<file path="src/rtl/sc_cmd_sequencer_pkg.sv">
// rtl/sc_cmd_sequencer_pkg.sv - shared constants, opcodes and state encoding for the command sequencer
package sc_cmd_sequencer_pkg;

    localparam int DWIDTH      = 8;
    localparam int SEQ_CNT_W   = 8;
    localparam int SEQ_TIMEOUT = 255;

    localparam logic [DWIDTH-1:0] OP_NOP    = 8'h00;
    localparam logic [DWIDTH-1:0] OP_WRSTAT = 8'h10;
    localparam logic [DWIDTH-1:0] OP_BURST  = 8'h20;
    localparam logic [DWIDTH-1:0] OP_CLRERR = 8'h30;

    // Status bit that enables the downstream strobe during a burst
    localparam int                STRB_EN_BIT = 3;
    localparam logic [DWIDTH-1:0] STRB_MASK   = DWIDTH'(1) << STRB_EN_BIT;

    typedef enum logic [2:0] {
        ST_IDLE = 3'd0,
        ST_ARG1 = 3'd1,
        ST_ARG2 = 3'd2,
        ST_LOAD = 3'd3,
        ST_RUN  = 3'd4,
        ST_STOP = 3'd5
    } seq_state_e;

endpackage

</file>
<file path="src/rtl/sc_cmd_sequencer_if.sv">
// rtl/sc_cmd_sequencer_if.sv - host byte handshake and status-load bus bundle
interface sc_cmd_sequencer_if #(
    parameter int DWIDTH = sc_cmd_sequencer_pkg::DWIDTH
);
    logic              CS_Valid;
    logic [DWIDTH-1:0] CS_Byte;
    logic              CS_Ready;
    logic              SC_Fifo_Full;
    logic              SC_CmdN;
    logic [DWIDTH-1:0] SC_Data_Bus;
    logic [DWIDTH-1:0] SEQ_Status;
    logic              SEQ_Busy;
    logic              SEQ_Err;

    // Host / environment side
    modport master (
        output CS_Valid, CS_Byte, SC_Fifo_Full,
        input  CS_Ready, SC_CmdN, SC_Data_Bus, SEQ_Status, SEQ_Busy, SEQ_Err
    );

    // Sequencer side
    modport slave (
        input  CS_Valid, CS_Byte, SC_Fifo_Full,
        output CS_Ready, SC_CmdN, SC_Data_Bus, SEQ_Status, SEQ_Busy, SEQ_Err
    );

endinterface

</file>
<file path="src/rtl/sc_cmd_sequencer_seq_counter.sv">
// rtl/sc_cmd_sequencer_seq_counter.sv - loadable down-counter with enable and terminal-count flag
module sc_seq_counter #(
    parameter int WIDTH = 8
) (
    input  logic             SC_IClk,
    input  logic             SC_ResetN,
    input  logic             load,
    input  logic [WIDTH-1:0] load_val,
    input  logic             en,
    output logic             tc
);

    logic [WIDTH-1:0] cnt_q;
    logic [WIDTH-1:0] cnt_d;

    // Load wins over decrement; a loaded 0 wraps so it behaves as 2**WIDTH
    always_comb begin
        cnt_d = cnt_q;
        if (load) begin
            cnt_d = load_val;
        end else if (en) begin
            cnt_d = cnt_q - 1'b1;
        end
    end

    // Count register
    always_ff @(posedge SC_IClk or negedge SC_ResetN) begin
        if (!SC_ResetN) begin
            cnt_q <= '0;
        end else begin
            cnt_q <= cnt_d;
        end
    end

    // Terminal count marks the step that takes the counter from 1 to 0
    assign tc = (cnt_q == WIDTH'(1));

endmodule

</file>
<file path="src/rtl/sc_cmd_sequencer.sv">
// rtl/sc_cmd_sequencer.sv - host command sequencer driving status loads and timed strobe bursts
module sc_cmd_sequencer #(
    parameter int CNT_W   = sc_cmd_sequencer_pkg::SEQ_CNT_W,
    parameter int TIMEOUT = sc_cmd_sequencer_pkg::SEQ_TIMEOUT
) (
    input logic               SC_IClk,
    input logic               SC_ResetN,
    sc_cmd_sequencer_if.slave bus
);
    import sc_cmd_sequencer_pkg::*;

    localparam int              TMO_W    = $clog2(TIMEOUT + 1);
    localparam logic [TMO_W-1:0] TMO_LOAD = TMO_W'(TIMEOUT);

    seq_state_e        state_q, state_d;
    logic              is_burst_q, is_burst_d;
    logic [DWIDTH-1:0] value_q, value_d;
    logic              cmd_n_q, cmd_n_d;
    logic [DWIDTH-1:0] data_bus_q, data_bus_d;
    logic [DWIDTH-1:0] status_q, status_d;
    logic              err_q, err_d;
    logic              ready_q, ready_d;

    logic              handshake;
    logic              load_issue;
    logic [DWIDTH-1:0] load_val;
    logic              burst_load, burst_en, burst_tc;
    logic              tmo_load, tmo_en, tmo_tc;

    assign handshake = bus.CS_Valid & ready_q;

    sc_seq_counter #(.WIDTH(CNT_W)) u_burst_cnt (
        .SC_IClk   (SC_IClk),
        .SC_ResetN (SC_ResetN),
        .load      (burst_load),
        .load_val  (CNT_W'(bus.CS_Byte)),
        .en        (burst_en),
        .tc        (burst_tc)
    );

    sc_seq_counter #(.WIDTH(TMO_W)) u_tmo_cnt (
        .SC_IClk   (SC_IClk),
        .SC_ResetN (SC_ResetN),
        .load      (tmo_load),
        .load_val  (TMO_LOAD),
        .en        (tmo_en),
        .tc        (tmo_tc)
    );

    // Next-state, load scheduling and flag updates
    always_comb begin
        state_d    = state_q;
        is_burst_d = is_burst_q;
        value_d    = value_q;
        cmd_n_d    = 1'b1;
        data_bus_d = data_bus_q;
        status_d   = status_q;
        err_d      = err_q;
        load_issue = 1'b0;
        load_val   = value_q;
        burst_load = 1'b0;
        burst_en   = 1'b0;
        tmo_load   = 1'b0;
        tmo_en     = 1'b0;

        case (state_q)
            ST_IDLE: begin
                if (handshake) begin
                    case (bus.CS_Byte)
                        OP_NOP: begin
                        end
                        OP_WRSTAT: begin
                            is_burst_d = 1'b0;
                            tmo_load   = 1'b1;
                            state_d    = ST_ARG1;
                        end
                        OP_BURST: begin
                            is_burst_d = 1'b1;
                            tmo_load   = 1'b1;
                            state_d    = ST_ARG1;
                        end
                        OP_CLRERR: begin
                            err_d = 1'b0;
                        end
                        default: begin
                            err_d = 1'b1;
                        end
                    endcase
                end
            end
            ST_ARG1: begin
                if (handshake) begin
                    tmo_load = 1'b1;
                    if (is_burst_q) begin
                        value_d = bus.CS_Byte | STRB_MASK;
                        state_d = ST_ARG2;
                    end else begin
                        value_d    = bus.CS_Byte;
                        load_issue = 1'b1;
                        load_val   = bus.CS_Byte;
                        state_d    = ST_LOAD;
                    end
                end else begin
                    tmo_en = 1'b1;
                    if (tmo_tc) begin
                        err_d   = 1'b1;
                        state_d = ST_IDLE;
                    end
                end
            end
            ST_ARG2: begin
                if (handshake) begin
                    burst_load = 1'b1;
                    load_issue = 1'b1;
                    load_val   = value_q;
                    state_d    = ST_LOAD;
                end else begin
                    tmo_en = 1'b1;
                    if (tmo_tc) begin
                        err_d   = 1'b1;
                        state_d = ST_IDLE;
                    end
                end
            end
            ST_LOAD: begin
                state_d = is_burst_q ? ST_RUN : ST_IDLE;
            end
            ST_RUN: begin
                if (!bus.SC_Fifo_Full) begin
                    burst_en = 1'b1;
                    if (burst_tc) begin
                        load_issue = 1'b1;
                        load_val   = status_q & ~STRB_MASK;
                        state_d    = ST_STOP;
                    end
                end
            end
            ST_STOP: begin
                state_d = ST_IDLE;
            end
            default: begin
                state_d = ST_IDLE;
            end
        endcase

        // Loads are registered so SC_CmdN and the bus change together in the load cycle
        if (load_issue) begin
            cmd_n_d    = 1'b0;
            data_bus_d = load_val;
            status_d   = load_val;
        end

        ready_d = (state_d == ST_IDLE) || (state_d == ST_ARG1) || (state_d == ST_ARG2);
    end

    // State and output registers
    always_ff @(posedge SC_IClk or negedge SC_ResetN) begin
        if (!SC_ResetN) begin
            state_q    <= ST_IDLE;
            is_burst_q <= 1'b0;
            value_q    <= '0;
            cmd_n_q    <= 1'b1;
            data_bus_q <= '0;
            status_q   <= '0;
            err_q      <= 1'b0;
            ready_q    <= 1'b0;
        end else begin
            state_q    <= state_d;
            is_burst_q <= is_burst_d;
            value_q    <= value_d;
            cmd_n_q    <= cmd_n_d;
            data_bus_q <= data_bus_d;
            status_q   <= status_d;
            err_q      <= err_d;
            ready_q    <= ready_d;
        end
    end

    assign bus.CS_Ready    = ready_q;
    assign bus.SC_CmdN     = cmd_n_q;
    assign bus.SC_Data_Bus = data_bus_q;
    assign bus.SEQ_Status  = status_q;
    assign bus.SEQ_Busy    = (state_q != ST_IDLE);
    assign bus.SEQ_Err     = err_q;

endmodule

</file>
<file path="src/flat_wrapper.sv">
// flat-port wrapper written by rule: the top's interface ports become plain ports
module sc_cmd_sequencer_flat import sc_cmd_sequencer_pkg::*;
#(
    parameter int CNT_W   = sc_cmd_sequencer_pkg::SEQ_CNT_W,
    parameter int TIMEOUT = sc_cmd_sequencer_pkg::SEQ_TIMEOUT
)
  (SC_IClk, SC_ResetN, bus_CS_Valid, bus_CS_Byte, bus_SC_Fifo_Full, bus_CS_Ready, bus_SC_CmdN, bus_SC_Data_Bus, bus_SEQ_Status, bus_SEQ_Busy, bus_SEQ_Err);
  sc_cmd_sequencer_if bus_i ();
  input logic SC_IClk;
  input logic SC_ResetN;
  input wire logic [$bits(bus_i.CS_Valid)-1:0] bus_CS_Valid;
  input wire logic [$bits(bus_i.CS_Byte)-1:0] bus_CS_Byte;
  input wire logic [$bits(bus_i.SC_Fifo_Full)-1:0] bus_SC_Fifo_Full;
  output wire logic [$bits(bus_i.CS_Ready)-1:0] bus_CS_Ready;
  output wire logic [$bits(bus_i.SC_CmdN)-1:0] bus_SC_CmdN;
  output wire logic [$bits(bus_i.SC_Data_Bus)-1:0] bus_SC_Data_Bus;
  output wire logic [$bits(bus_i.SEQ_Status)-1:0] bus_SEQ_Status;
  output wire logic [$bits(bus_i.SEQ_Busy)-1:0] bus_SEQ_Busy;
  output wire logic [$bits(bus_i.SEQ_Err)-1:0] bus_SEQ_Err;
  assign bus_i.CS_Valid = bus_CS_Valid;
  assign bus_i.CS_Byte = bus_CS_Byte;
  assign bus_i.SC_Fifo_Full = bus_SC_Fifo_Full;
  assign bus_CS_Ready = bus_i.CS_Ready;
  assign bus_SC_CmdN = bus_i.SC_CmdN;
  assign bus_SC_Data_Bus = bus_i.SC_Data_Bus;
  assign bus_SEQ_Status = bus_i.SEQ_Status;
  assign bus_SEQ_Busy = bus_i.SEQ_Busy;
  assign bus_SEQ_Err = bus_i.SEQ_Err;
  sc_cmd_sequencer #(.CNT_W(CNT_W), .TIMEOUT(TIMEOUT)) u_core (.SC_IClk(SC_IClk), .SC_ResetN(SC_ResetN), .bus(bus_i));
endmodule
</file>
<file path="config.mk">
export PLATFORM = sky130hd
export DESIGN_NAME = sc_cmd_sequencer_flat
export DESIGN_NICKNAME = d
export VERILOG_FILES = /design/src/rtl/sc_cmd_sequencer_pkg.sv /design/src/rtl/sc_cmd_sequencer_if.sv /design/src/rtl/sc_cmd_sequencer_seq_counter.sv /design/src/rtl/sc_cmd_sequencer.sv /design/src/flat_wrapper.sv
export SDC_FILE = /design/constraint.sdc
export NUM_CORES = 1
export LEC_CHECK = 0
export CAP_MARGIN = 30
export CORE_MARGIN = 3
export CORE_UTILIZATION = 40
export CTS_CLUSTER_SIZE = 14
export DETAILED_ROUTE_END_ITERATION = 8
export PLACE_DENSITY = 0.61
export SYNTH_ARGS = -nofsm -noshare
export SYNTH_HDL_FRONTEND = slang
export SYNTH_HIERARCHICAL = 1
export SYNTH_SLANG_ARGS = --single-unit
</file>
<file path="constraint.sdc">
create_clock -name SC_IClk -period 6.71 [get_ports SC_IClk]
set_clock_uncertainty 0.1 [all_clocks]
set_input_delay 1.0065 -clock SC_IClk [delete_from_list [all_inputs] [get_ports SC_IClk]]
set_output_delay 1.0065 -clock SC_IClk [all_outputs]
set_load 0.01 [all_outputs]
</file>
# ---- After elaboration in Yosys (flattened, before gate mapping)
# Index checks and enable logic that the tools add are counted.
dict set report word_totals {
  in_bits 12
  wordCells 87
  reg_bits 39
  output_inout_bits 20
}
dict set report classes {
  mux 41
  n_eq_ne 16
  add_sub_neg 2
  n_bitwise 1
  reduce_logical 17
}
# op count
set ops {}
lappend ops {{2-to-1 mux 8 bit} 8}
lappend ops {{2-to-1 mux 3 bit} 8}
lappend ops {{2-to-1 mux 1 bit} 17}
lappend ops {{equality test 8 x 1 -> 1 bit (second input constant)} 2}
lappend ops {{equality test 8 x 6 -> 1 bit (second input constant)} 2}
lappend ops {{one-hot mux 8 bit (2 select lines)} 1}
lappend ops {{subtractor 8 x 1 -> 8 bit (second input constant)} 2}
lappend ops {{one-hot mux 3 bit (5 select lines)} 1}
lappend ops {{equality test 3 x 2 -> 1 bit (second input constant)} 3}
lappend ops {{equality test 8 x 5 -> 1 bit (second input constant)} 1}
lappend ops {{zero test 8 bit} 1}
lappend ops {{one-hot mux 1 bit (2 select lines)} 4}
lappend ops {{nonzero test 2 bit} 4}
lappend ops {{equality test 3 x 1 -> 1 bit (second input constant)} 2}
lappend ops {{zero test 3 bit} 2}
lappend ops {{AND reduction 5 bit} 1}
lappend ops {{2-to-1 mux 4 bit} 1}
lappend ops {{!= test 2 x 1 -> 1 bit (second input constant)} 2}
lappend ops {{!= test 2 bit (second input constant)} 2}
lappend ops {{AND reduction 2 bit} 2}
lappend ops {{OR reduction 2 bit} 2}
lappend ops {{equality test 3 bit (second input constant)} 1}
lappend ops {{!= test 3 bit (second input constant)} 1}
lappend ops {{one-hot mux 1 bit (3 select lines)} 1}
lappend ops {{other kinds (5)} 6}

# ---- Logic depth before layout (Yosys ltp)
dict set report logic_depth {
  word_depth 8
  depth_mapped 8
  depth_no_buf 7
}

# ---- Hierarchy
# The synthesis kept the hierarchy.
# module n_inst area_per_inst_um2 seq_area_each_um2 cells_each
set by_module_without_submodules {}
lappend by_module_without_submodules {sc_cmd_sequencer 1 1194.9 576.8 121}
lappend by_module_without_submodules {{sc_seq_counter at u_core.u_tmo_cnt} 1 474.2 200.2 50}
lappend by_module_without_submodules {{sc_seq_counter at u_core.u_burst_cnt} 1 460.4 200.2 50}

# ---- Worst setup path before layout
# OpenSTA, ideal clock, no wires.
dict set report synth_timing {
  kind {input -> register}
  from {input bus_SC_Fifo_Full}
  to {register u_core.u_burst_cnt.cnt_q[3]}
  required_ns 6.528
  path_buffers 0
  stages 4
  arrival_time_ns 2.553
  setup_ns 0.082
  path_slack_ns 3.975
  path_cell_list {nor4b_2 or3b_2 or3_2 a31oi_1}
}
dict set report synth_via {
  elab_chain_cells 3
}
# element line
set synth_lines {}
lappend synth_lines {{start: declaration} flat_wrapper.sv:13} ;# input wire logic [$bits(bus_i.SC_Fifo_Full)-1:0] bus_SC_Fifo_Full;
lappend synth_lines {{2-to-1 mux 1 bit} sc_cmd_sequencer.sv:129} ;# if (!bus.SC_Fifo_Full) begin
lappend synth_lines {{2-to-1 mux 1 bit} sc_cmd_sequencer.sv:66} ;# case (state_q)
lappend synth_lines {{nonzero test 2 bit (no source line)} --}
lappend synth_lines {{end signal: assignment} sc_cmd_sequencer_seq_counter.sv:31} ;# cnt_q <= cnt_d;
lappend synth_lines {{end: declaration} sc_cmd_sequencer_seq_counter.sv:13} ;# logic [WIDTH-1:0] cnt_q;
# Every way passes these cells.
# A chain may end at the register's enable or synchronous reset.

# ---- Final worst setup path
dict set report layout_timing {
  from {input bus_SC_Fifo_Full}
  to {register u_core.u_burst_cnt.cnt_q[3]}
}
dict set report layout_via {
  elab_chain_cells 3
}
# element line
set layout_lines {}
lappend layout_lines {{2-to-1 mux 1 bit} sc_cmd_sequencer.sv:129}
lappend layout_lines {{2-to-1 mux 1 bit} sc_cmd_sequencer.sv:66}
lappend layout_lines {{via u_core.burst_en} sc_cmd_sequencer.sv:27} ;# logic burst_load, burst_en, burst_tc;
lappend layout_lines {{nonzero test 2 bit (no source line)} --}
# The timed path passes the listed nets, and every way through them passes these cells.

==> results by group <==
Detailed routing
  • Via count: 1,665
  • Vias/cell: 5.20
  • Initial DRC count: 78
  • DRC viols: 0
  • Drt wl/cell: 14.2 um
  • Routed WL: 4540 um
  • DR pass1 iterations: 4
  • Routed Antenna Nets: 0

Yosys
  • EDFF count, synth: 0
  • Avg Cell Area, Syn: 9.64 sq um
  • Mapped Area: 2130 sq um
  • Prevailing post-synth register cell: dfrtp_1
  • #FFs+latches synth: 39
  • Sequential cell area fraction in the yosys report: 45.9%
  • Netlist cell types: 47
  • Post-synth ARST share: 100%
  • Synth warnings: 6
  • Gate count of the mapped netlist: 221

Clocking
  • Clock sink count: 39
  • Clock transition at path regs: 0.08 ns
  • # resized after CTS: 0
  • CTS tree: done
  • Clock Latency Late Sink: 0.29 ns
  • CTS root buffer: clkbuf_8
  • Hold buffer count at cts: 0
  • CTS buffer count: 5
  • Maximum clock insertion buffer count: 2
  • CTS HTree Levels: 2
  • Postcts setup bufs: 0

GRT
  • Antenna violations before repair: 0
  • First-pass GRT wire length: 7820 um
  • Vias in the first global route: 1,624
  • Largest net degree at the start of global routing: 40
  • Gr ovfl total: 0
  • Total Routing Usage GR: 15.9%

Timing
  • Top achievable clock speed: 0.332 GHz
  • Tcrit/Tclk final: 44.9%
  • WHS: 0.414 ns
  • Slew @ Worst Pin: 0.881 ns
  • Worst rel slew slack: 41.3%
  • Slew Limit Fails: 0
  • Setup TNS: 0 ns
  • RSZ-0062 raised after global routing: false
  • Post-route minimum period: 3.02 ns
  • Setup Viol. Count Final: 0
  • Fin. Hold Viols: 0

Worst setup path
  • Crit path required time: 6.83 ns
  • Crit path DAT: 3.14 ns
  • Worst setup EP type: flip-flop
  • CP Max Fanout: 8
  • Startpoint types: input port
  • Critical path class: in -> reg

Floorplanning
  • Die area: 6240 sq um
  • Core ar.: 4940 sq um
  • Rows: 25
  • Die width: 79.0 um
  • I/O Pins: 32
  • Die height: 79.0 um
  • Initial core utilization: 43.1%

Placed design
  • GP Congestion: 0.746
  • IO Port Bufs: 31
  • Hpwl dp: 3160 um
  • Area after DPL: 2450 sq um

Cells and area
  • Most common cell after layout, fill and taps aside: dfrtp_1
  • N_diodes: 0
  • NumNets Final: 268
  • Area Overhead vs Synth: 19.9%
  • Final instance area: 2550 sq um
  • Commonest cells after routing, fill and taps aside: 38 x dfrtp_1, 32 x nand2_1, 30 x clkdlybuf4s50_1, 23 x o21ai_0, 12 x nor2_1
  • Layout cell share with drive strength beyond 1: 11.1%

Worst hold path
  • Class of the tightest hold or removal check: reg -> reg

Power
  • Peak VDD IR: 0.243 mV
  • Total power: 1.05 mW
  • Leakage: 1.05 nW
  • Pwr dens: 410 nW/um^2

Run
  • Max-Cap Viols: 0

Status
  • Status: finished clean
## cell type report
cell class	count	area, sq um
fillers	495	2390
multi-input cells	165	1050
flip-flops and latches	39	977
repair buffers	31	305
well taps	67	83.8
clock buffers	6	82.6
inverters	10	37.5
clock inverters	2	16.3
## per-stage QoR
stage | utilization [%] | setup slack (ns) | std cells
2_1_floorplan | - | 3.98 | 228
6_report | 51.7 | 3.69 | 320
3_3_place_gp | 49.7 | 3.40 | 312
5_1_grt | 51.7 | 3.53 | 320
3_5_place_dp | 49.7 | 3.38 | 312
4_1_cts | 51.7 | 3.70 | 320
## cells in the mapped netlist, types with 2 or more instances
cell type	n	area [sq um]
o211ai_1	2	15.0
inv_1	10	37.5
nand4_1	3	18.8
nor2_1	12	45.0
nand2b_1	5	31.3
nor4b_1	2	17.5
and4bb_2	2	25.0
a21oi_1	4	20.0
nor2b_1	2	12.5
nor4_1	2	12.5
xnor2_1	4	35.0
dfrtp_1	38	951
a31oi_1	2	12.5
buf_2	3	15.0
mux2_2	7	78.8
nand3_1	6	30.0
ha_1	4	50.1
or3_2	3	22.5
a2bb2oi_1	7	61.3
and2_1	2	12.5
clkbuf_1	2	7.51
nand2_1	32	120
xor2_1	4	35.0
or3_1	2	12.5
or4_1	6	45.0
o21a_1	2	15.0
o31a_1	2	17.5
o21ai_0	23	115
buf_4	9	67.6
nor3_1	2	10.0
## state kept, by name, indices dropped and copies added (netlist names)
register,cells
u_core/bus.SEQ_Status,8
u_core/u_burst_cnt/cnt_q,8
u_core/u_tmo_cnt/cnt_q,8
u_core/value_q,8
u_core/state_q,3
u_core/bus.CS_Ready,1
u_core/bus.SC_CmdN,1
u_core/bus.SEQ_Err,1
u_core/is_burst_q,1
## kinds of logic after synthesis
group | synth area share, %
simple gates | 23.9
fa+ha+maj | 2.35
mux | 4.17
xor+xnor | 3.29
compound gates | 14.3
flops | 45.9
other cells | 0.176
buf+inv | 5.99
## critical path: stages
cell and delay [ns]:
clkdlybuf4s50_1 0.42, nor4b_2 0.56, or3b_2 0.56, or3_2 0.43, a31oi_1 0.16
## where the power goes
group | switching [mW] | internal, mW
Sequential | 0.0902 | 0.342
Clock | 0.0895 | 0.0840
Combinational | 0.201 | 0.239
## per-layer routing
layer	wire (um)	vias to the layer above	track usage (%)
met2	2110	39	24.4
met1	2170	786	22.6
met4	54	0	5.15
met3	215	5	3.17
li1	-	835	-
met5	0	-	0
## final timing paths
check                                               from                                      end  slack [ns]  cells past startpoint
max                                     bus_SC_Fifo_Full  u_core/u_burst_cnt/cnt_q[3]$_DFFE_PN0P_        3.69                      5
min                        u_core/value_q[0]$_DFFE_PN0P_            u_core/value_q[0]$_DFFE_PN0P_        0.41                      1
max reg2reg                  u_core/state_q[1]$_DFF_PN0_    u_core/u_tmo_cnt/cnt_q[5]$_DFFE_PN0P_        4.12                      6
min reg2reg                u_core/value_q[0]$_DFFE_PN0P_            u_core/value_q[0]$_DFFE_PN0P_        0.41                      1
max in group asynchronous                      SC_ResetN            u_core/is_burst_q$_DFFE_PN0P_        5.23                      1
min in group asynchronous                      SC_ResetN            u_core/bus.CS_Ready$_DFF_PN0_        0.73                      1
No activity file was read; power rests on OpenSTA's default activity.
